**src/rtl/alu_nibble_seq.sv**
```systemverilog
// alu_nibble_seq: runs a W-bit operation on a 4-bit ALU, one nibble per clock, LSB first.
module alu_nibble_seq #(
    parameter int NIBBLES = 4
) (
    input  logic                 clk,
    input  logic                 rst_n,
    input  logic                 req_valid,
    output logic                 req_ready,
    input  logic [4*NIBBLES-1:0] req_a,
    input  logic [4*NIBBLES-1:0] req_b,
    input  logic [3:0]           req_opcode,
    input  logic                 req_cin,
    output logic                 rsp_valid,
    input  logic                 rsp_ready,
    output logic [4*NIBBLES-1:0] rsp_out,
    output logic                 rsp_cout,
    output logic                 rsp_of,
    output logic                 rsp_zero,
    output logic [3:0]           alu_a,
    output logic [3:0]           alu_b,
    output logic [3:0]           alu_opcode,
    output logic                 alu_cin,
    input  logic [3:0]           alu_out,
    input  logic                 alu_cout,
    input  logic                 alu_of,
    input  logic                 alu_zero
);
    localparam int W  = 4 * NIBBLES;
    localparam int IW = $clog2(NIBBLES);

    typedef enum logic [1:0] {IDLE, RUN, DONE} state_t;
    state_t state, state_nx;

    logic [IW-1:0] idx;
    logic [W-1:0]  a_r, b_r, result;
    logic [3:0]    op_r;
    logic          carry, zero_acc, cout_r, of_r, zero_r, last;

    assign last       = idx == IW'(NIBBLES - 1);
    assign rsp_out    = result;
    assign rsp_cout   = cout_r;
    assign rsp_of     = of_r;
    assign rsp_zero   = zero_r;
    assign alu_opcode = op_r;

    always_ff @(posedge clk or negedge rst_n) begin
        if (!rst_n) state <= IDLE;
        else        state <= state_nx;
    end

    always_comb begin
        state_nx  = state;
        req_ready = state == IDLE;
        rsp_valid = state == DONE;
        alu_a     = state == RUN ? a_r[idx*4 +: 4] : 4'd0;
        alu_b     = state == RUN ? b_r[idx*4 +: 4] : 4'd0;
        alu_cin   = state == RUN ? carry : 1'b0;
        if (state == IDLE && req_valid) state_nx = RUN;
        if (state == RUN && last)       state_nx = DONE;
        if (state == DONE && rsp_ready) state_nx = IDLE;
    end

    always_ff @(posedge clk or negedge rst_n) begin
        if (!rst_n) begin
            idx      <= '0;
            a_r      <= '0;
            b_r      <= '0;
            op_r     <= '0;
            result   <= '0;
            carry    <= 1'b0;
            zero_acc <= 1'b0;
            cout_r   <= 1'b0;
            of_r     <= 1'b0;
            zero_r   <= 1'b0;
        end else if (state == IDLE && req_valid) begin
            a_r      <= req_a;
            b_r      <= req_b;
            op_r     <= req_opcode;
            carry    <= req_cin;
            idx      <= '0;
            zero_acc <= 1'b1;
        end else if (state == RUN) begin
            result[idx*4 +: 4] <= alu_out;
            carry              <= alu_cout;
            zero_acc           <= zero_acc & alu_zero;
            idx                <= last ? '0 : idx + 1'b1;
            // Final nibble's flags become the response flags on the same edge.
            if (last) begin
                cout_r <= alu_cout;
                of_r   <= alu_of;
                zero_r <= zero_acc & alu_zero;
            end
        end
    end
endmodule

```
**config.mk**
```make
export PLATFORM = sky130hd
export DESIGN_NAME = alu_nibble_seq
export DESIGN_NICKNAME = d
export VERILOG_FILES = /design/src/rtl/alu_nibble_seq.sv
export SDC_FILE = /design/constraint.sdc
export NUM_CORES = 1
export LEC_CHECK = 0
export CAP_MARGIN = 40
export CORE_ASPECT_RATIO = 1.1
export CORE_MARGIN = 2
export CORE_UTILIZATION = 45
export DETAILED_ROUTE_END_ITERATION = 10
export HOLD_SLACK_MARGIN = 0.08
export MAX_ROUTING_LAYER = met4
export PLACE_DENSITY_LB_ADDON = 0.12
export SYNTH_ARGS = -nofsm -noshare
export SYNTH_HDL_FRONTEND = slang
export SYNTH_SLANG_ARGS = --single-unit
```
**constraint.sdc**
```tcl
create_clock -name clk -period 2.44 [get_ports clk]
set_clock_uncertainty 0.1 [all_clocks]
set_input_delay 0.244 -clock clk [delete_from_list [all_inputs] [get_ports clk]]
set_output_delay 0.244 -clock clk [all_outputs]
set_load 0.02 [all_outputs]
```
## After elaboration in Yosys (flattened, before gate mapping)

Index checks and enable logic that the tools add are counted.

- Memories kept: 0
- Output and inout bits: 34
- Bits in latches: 0
- RAM bits: 0
- Word-level logic and storage cells: 44
- Register bits after elaboration: 61
- Memory bits (read-only): 0
- Bits of input ports: 48

- Bitwise operators: 2
- $lt $le $gt $ge: 0
- $mul: 0
- $add $sub $neg: 2
- Reductions and logical operators: 8
- Eq/ne operators: 3
- Div/mod/pow operators: 0
- Mux-type cells: 14
- Shift-type cells: 4

Operators with widths:

| operator | number |
|---|---|
| 4-bit negator with 34-bit output | 1 |
| 4-bit by 34-bit variable shift with 16-bit output, first input constant | 1 |
| 4-bit by 34-bit indexed part select with 16-bit output | 1 |
| 16-bit by 5-bit indexed part select with 4-bit output | 2 |
| 16-bit bitwise mux | 1 |
| 2-bit 2-to-1 mux | 6 |
| 4-bit 2-to-1 mux | 2 |
| 1-bit 2-to-1 mux | 5 |
| 2-bit equality test, second input constant | 2 |
| 1-bit logical AND | 3 |
| 3-bit AND reduction | 1 |
| 3-bit nonzero test | 1 |
| 2-bit by 1-bit adder with 2-bit output, second input constant | 1 |
| 2-bit by 1-bit equality test with 1-bit output, second input constant | 1 |
| 2-bit logical NOT | 1 |
| 2-bit AND reduction | 1 |
| 2-bit nonzero test | 1 |
| 1-bit bitwise AND | 1 |
| 1-bit NOT | 1 |

## Logic depth before layout (Yosys ltp)

- Depth after elaboration: 5
- Gate-level depth with buffers: 8
- Depth with buffers taken out: 5

## Worst setup path before layout

No wires, ideal clock.

- Path type: register to register
- From: register idx[1]
- To: register result[12] (netlist: rsp_out[12])
- Stages on the path, launching flop included: 8
- Buffers on the path: 2
- Setup slack: 384 ps
- Period minus slack after synthesis: 2056 ps
- Required time: 2264 ps
- Setup time: 76 ps
- Data arrival time: 1879 ps
- Cells stage by stage: dfrtp_1 -> buf_2 -> buf_4 -> inv_1 -> ha_1 -> nor4b_1 -> nand2_1 -> o21ai_1

- Longest elaborated chain between the ends: 3
- Elaborated cells on any way between the ends: 4
- Those cells by class: add/sub: 1; shift: 2; mux: 1

RTL lines:

| item | line | RTL |
|---|---|---|
| from (decl) | 34 | `logic [IW-1:0] idx;` |
| from (signal assigned) | 86 | `idx <= last ? '0 : idx + 1'b1;` |
| 4-bit negator with 34-bit output * | 83 | `result[idx*4 +: 4] <= alu_out;` |
| 4-bit by 34-bit indexed part select with 16-bit output / 4-bit by 34-bit variable shift with 16-bit output (equally long branches) | 83 |  |
| 16-bit bitwise mux * | 83 |  |
| to (signal, indexed assignment) | 83 |  |
| to (decl) | 35 | `logic [W-1:0] a_r, b_r, result;` |

Mark *: on every way between the ends. The rest lies on a longest branch, timed or not.
A chain may end at the register's enable or synchronous reset.

## Worst setup path in the final report

- From: register state[1]
- To: output alu_b[0]

- Longest elaborated chain between the ends: 2

RTL lines:

| item | line | RTL |
|---|---|---|
| from (decl) | 32 | `state_t state, state_nx;` |
| from (signal assigned) | 48 | `else state <= state_nx;` |
| 2-bit by 1-bit equality test with 1-bit output | 56 | `alu_b = state == RUN ? b_r[idx*4 +: 4] : 4'd0;` |
| 4-bit 2-to-1 mux | 56 |  |
| to (decl) | 20 | `output logic [3:0] alu_b,` |

No other way between the ends.

==> flow_metrics.env <==
export IMPL_fin_crit_sh_pct=93.59
export IMPL_route_detailed_wl_per_inst_um=15.19
export IMPL_avgSynthCellArea_um2=13.07
export IMPL_synth_area_mm2=0.002850
export IMPL_hold_path_class="flip-flop to flip-flop"
export IMPL_first_pass_iters=4
export IMPL_timing_critical_path_arrival_ns=1.94
export IMPL_clkPwrFrac_pct=19.2
export IMPL_die_height_um=87.47
export IMPL_layout_core_utilization_pct=64.94
export IMPL_synth_async_sr_flop_share_pct=100.0
export IMPL_finalMaxSlewViolations=0
export IMPL_synth_yosys_seq_area_share_pct=53.56
export IMPL_core_region_area_mm2=0.006156
export IMPL_run_status="finished, final reports clean"
export IMPL_worst_setup_path_start_kind="flip-flop"
export IMPL_ff_latch_area_mm2=0.001526
export IMPL_timing_fmax_mhz=437.9
export IMPL_max_cap_viol_count=0
export IMPL_worst_skew_pair_late_latency_ns=0.34
export IMPL_tritoncts_num_buffers=9
export IMPL_power_leakage_uw=0.001715
export IMPL_diodes=0
export IMPL_route_detailed_vias_per_inst=4.997
export IMPL_first_iter_violations=75
export IMPL_cts_tree="done"
export IMPL_r2r_worst_path_cells=6
export IMPL_die_width_um=79.88
export IMPL_ant_nets=0
export IMPL_ys_types=28
export IMPL_yosys_top_cells_area="dfrtp_1 54%, mux2_4 15%, mux2i_1 5.6%"
export IMPL_power_frac_seq_pct=36.4
export IMPL_final_net_count=363
export IMPL_cts_htree_levels=3
export IMPL_post_synth_inst_count=218
export IMPL_crit_fanout=8
export IMPL_p_comb_share_pct=44.5
export IMPL_power_density_mw_per_mm2=1207
export IMPL_starting_density_pct=46.30
export IMPL_crit_reg2reg_launch="idx[1]$_DFFE_PN0P_"
export IMPL_worst_stage_delay_on_the_critical_path_ns=0.63
export IMPL_yosys_warnings=0
export IMPL_report_final_hold_viol_count=0
export IMPL_synthToLayoutAreaGrowth_pct=40.25
export IMPL_vdd_drop_max_mv=0.5446
export IMPL_fillerInstances=519
export IMPL_synth_ff_latch_count=61
export IMPL_timing_slew_headroom_pct=45.13
export IMPL_layout_drive_gt1_share_pct=22.22
export IMPL_final_setup_viol_count=0
export IMPL_clock_sinks=61
export IMPL_place_congestion=0.7580
export IMPL_post_synth_top_area_fraction_pct=53.56
export IMPL_worst_pin_slew_ns=0.8231
export IMPL_grt_antenna_before_repair=0
export IMPL_critical_path_class="flip-flop to output port"
export IMPL_multi_input_comb_area_mm2=0.001245
export IMPL_holdCritStartpoint="rsp_out[9]$_DFFE_PN0P_"
export IMPL_totalWireLength_mm=6.001
export IMPL_crit_path_cell_trace="nor2b_2 -> nand2_2 -> o22ai_1 -> clkdlybuf4s50_1"
export IMPL_ioPinCount=82
export IMPL_synth_main_ff_cell="dfrtp_1"
export IMPL_grt_max_degree=38
export IMPL_power_share_switching_pct=33.52
export IMPL_critPathCaptureType="output port"
export IMPL_path_clk_slew_ns=0.07
export IMPL_drcViolationCount=0
export IMPL_net_switching_power_uw=1617
export IMPL_final_min_clock_period_ns=2.284
export IMPL_worst_hold_path_num_cells=2
export IMPL_setup_tns_final_ns=0
export IMPL_holdPathEnd="rsp_out[9]$_DFFE_PN0P_"
export IMPL_num_rows=30
export IMPL_yosys_area_top_type="dfrtp_1"
export IMPL_max_clock_path_buffers=2
export IMPL_worst_endpoint_required_ns=2.10
export IMPL_synth_edf_count=0
export IMPL_buffer_ports_inserted=81
export IMPL_cts_post_setup_buffers_inserted=0
export IMPL_die_area_mm2=0.006987
export IMPL_timing_critical_path_slowest_stage_cell="clkdlybuf4s50_1"
export IMPL_vias=1974
export IMPL_first_global_vias=1993
export IMPL_rsz0062_at_grt="false"
export IMPL_grt_first_pass_wirelength_mm=9.722
export IMPL_dp_hpwl_mm=4.211
export IMPL_track_usage_pct=19.25
export IMPL_internal_power_uw=3206
export IMPL_postSynthNetCount=271
export IMPL_worst_r2r_endpoint="rsp_out[15]$_DFFE_PN0P_"
export IMPL_clock_tree_root_cell="clkbuf_8"
export IMPL_grt_ovfl_total=0
export IMPL_rrSetupSlack_ns=0.44
-- power by group through the flow --
stage                     sequential, uW  combinational (uW)  clock (uW)
after global placement              1750                2120           0
after detailed placement            1760                2150           0
final                               1750                2140         925
after CTS                           1760                2160         945
after global routing                1820                2310        1000
after floorplan                     1950                1150           0
-- state kept, by name (all words and copies together), names as in the netlist --
| signal | cells |
|---|---|
| zero_acc | 1 |
| b_r | 16 |
| alu_opcode | 4 |
| a_r | 16 |
| idx | 2 |
| rsp_cout | 1 |
| rsp_out | 16 |
| rsp_of | 1 |
| rsp_zero | 1 |
| state | 2 |
| carry | 1 |
-- synthesized netlist by cell type, types with 4 or more instances --
master and count:
o2bb2ai_1 4, nand3_1 4, ha_1 5, inv_1 4, mux2_4 29, o21ai_0 13, dfrtp_1 61, mux2i_1 16
nand3b_1 4, o22ai_1 10, mux2_2 9, o21ai_1 5, nand2_1 30
-- placed cells by master, fill, tap and decap left out, types with 3 or more instances in the layout --
cell and count:
ha_1 5, nand3_1 4, nor2_1 3, nand2_1 28
buf_4 6, inv_1 4, clkbuf_8 11, o21ai_1 5
mux2_2 9, o2bb2ai_1 4, nand3b_1 4, clkdlybuf4s50_1 80
o21ai_0 13, o22ai_1 10, dfrtp_1 61, mux2_4 29
mux2i_1 16
-- worst max-delay path, delay by kind of cell, from the launching register on --
| family | cells | cell delay (ns) |
|---|---|---|
| AOI/OAI and AO/OA | 1 | 0.23 |
| DFF | 1 | 0.39 |
| and+or+nand+nor | 2 | 0.36 |
| buffers and inverters | 1 | 0.63 |
-- worst max-delay path by stage --
stage | startpoint | depth (start not counted) | endpoint | slack [ns]
2_1_floorplan | idx[1]$_DFFE_PN0P_ | 7 | rsp_out[12]$_DFFE_PN0P_ | 0.38
3_3_place_gp | state[1]$_DFFE_PN0P_ | 4 | alu_b[0] | 0.36
3_5_place_dp | state[1]$_DFFE_PN0P_ | 4 | alu_b[0] | 0.37
4_1_cts | state[1]$_DFFE_PN0P_ | 4 | alu_b[0] | 0.04
5_1_grt | state[1]$_DFFE_PN0P_ | 4 | alu_b[1] | 0.01
6_report | state[1]$_DFFE_PN0P_ | 4 | alu_b[0] | 0.16
-- per-stage QoR --
step	worst slack [ns]	hold WS, ns	std cells	area (um2)	power [uW]
2_1_floorplan	0.3841	-0.1516	218	2850	3100
3_3_place_gp	0.3615	0.2831	378	3770	3872
3_5_place_dp	0.3742	0.2951	378	3770	3914
4_1_cts	0.04432	0.3790	395	3995	4867
5_1_grt	0.01288	0.3854	395	3998	5134
6_report	0.1563	0.3814	395	3998	4823
-- kinds of logic after synthesis --
group,synth area share (%)
adders and majority gates,2.195
and+or+nand+nor,9.219
muxes,24.45
buffers and inverters,3.029
DFF,53.56
AOI/OAI and AO/OA,7.550
-- area by class of cell --
| type | count | share of cell area, % |
|---|---|---|
| Timing Repair Buffer | 90 | 22.54 |
| Clock inverter | 5 | 1.471 |
| Multi-Input combinational cell | 144 | 31.14 |
| Clock buffer | 11 | 3.787 |
| Tap cell | 80 | 2.504 |
| Sequential cell | 61 | 38.18 |
| Inverter | 4 | 0.3756 |
-- metal layers --
metal  up-vias  global-route usage [%]  wire [um]  part of all wire, %
met5         -                       -          0                    0
met1       948                   23.94       2681                   45
li1        962                       -          -                    -
met2        51                   30.15       2961                   49
met4         0                   9.245        127                  2.1
met3        13                   3.838        231                  3.8
-- repair_timing --
item / CTS / global route
endpoints found under the hold margin: 35 / 0
gates cloned: 0 / 0
endpoints found under the setup margin: 2 / 8
gates resized for setup: 2 / 1
hold buffers: 1 / 0
pin swaps: 0 / 0
(Power assumes the default switching activity.)
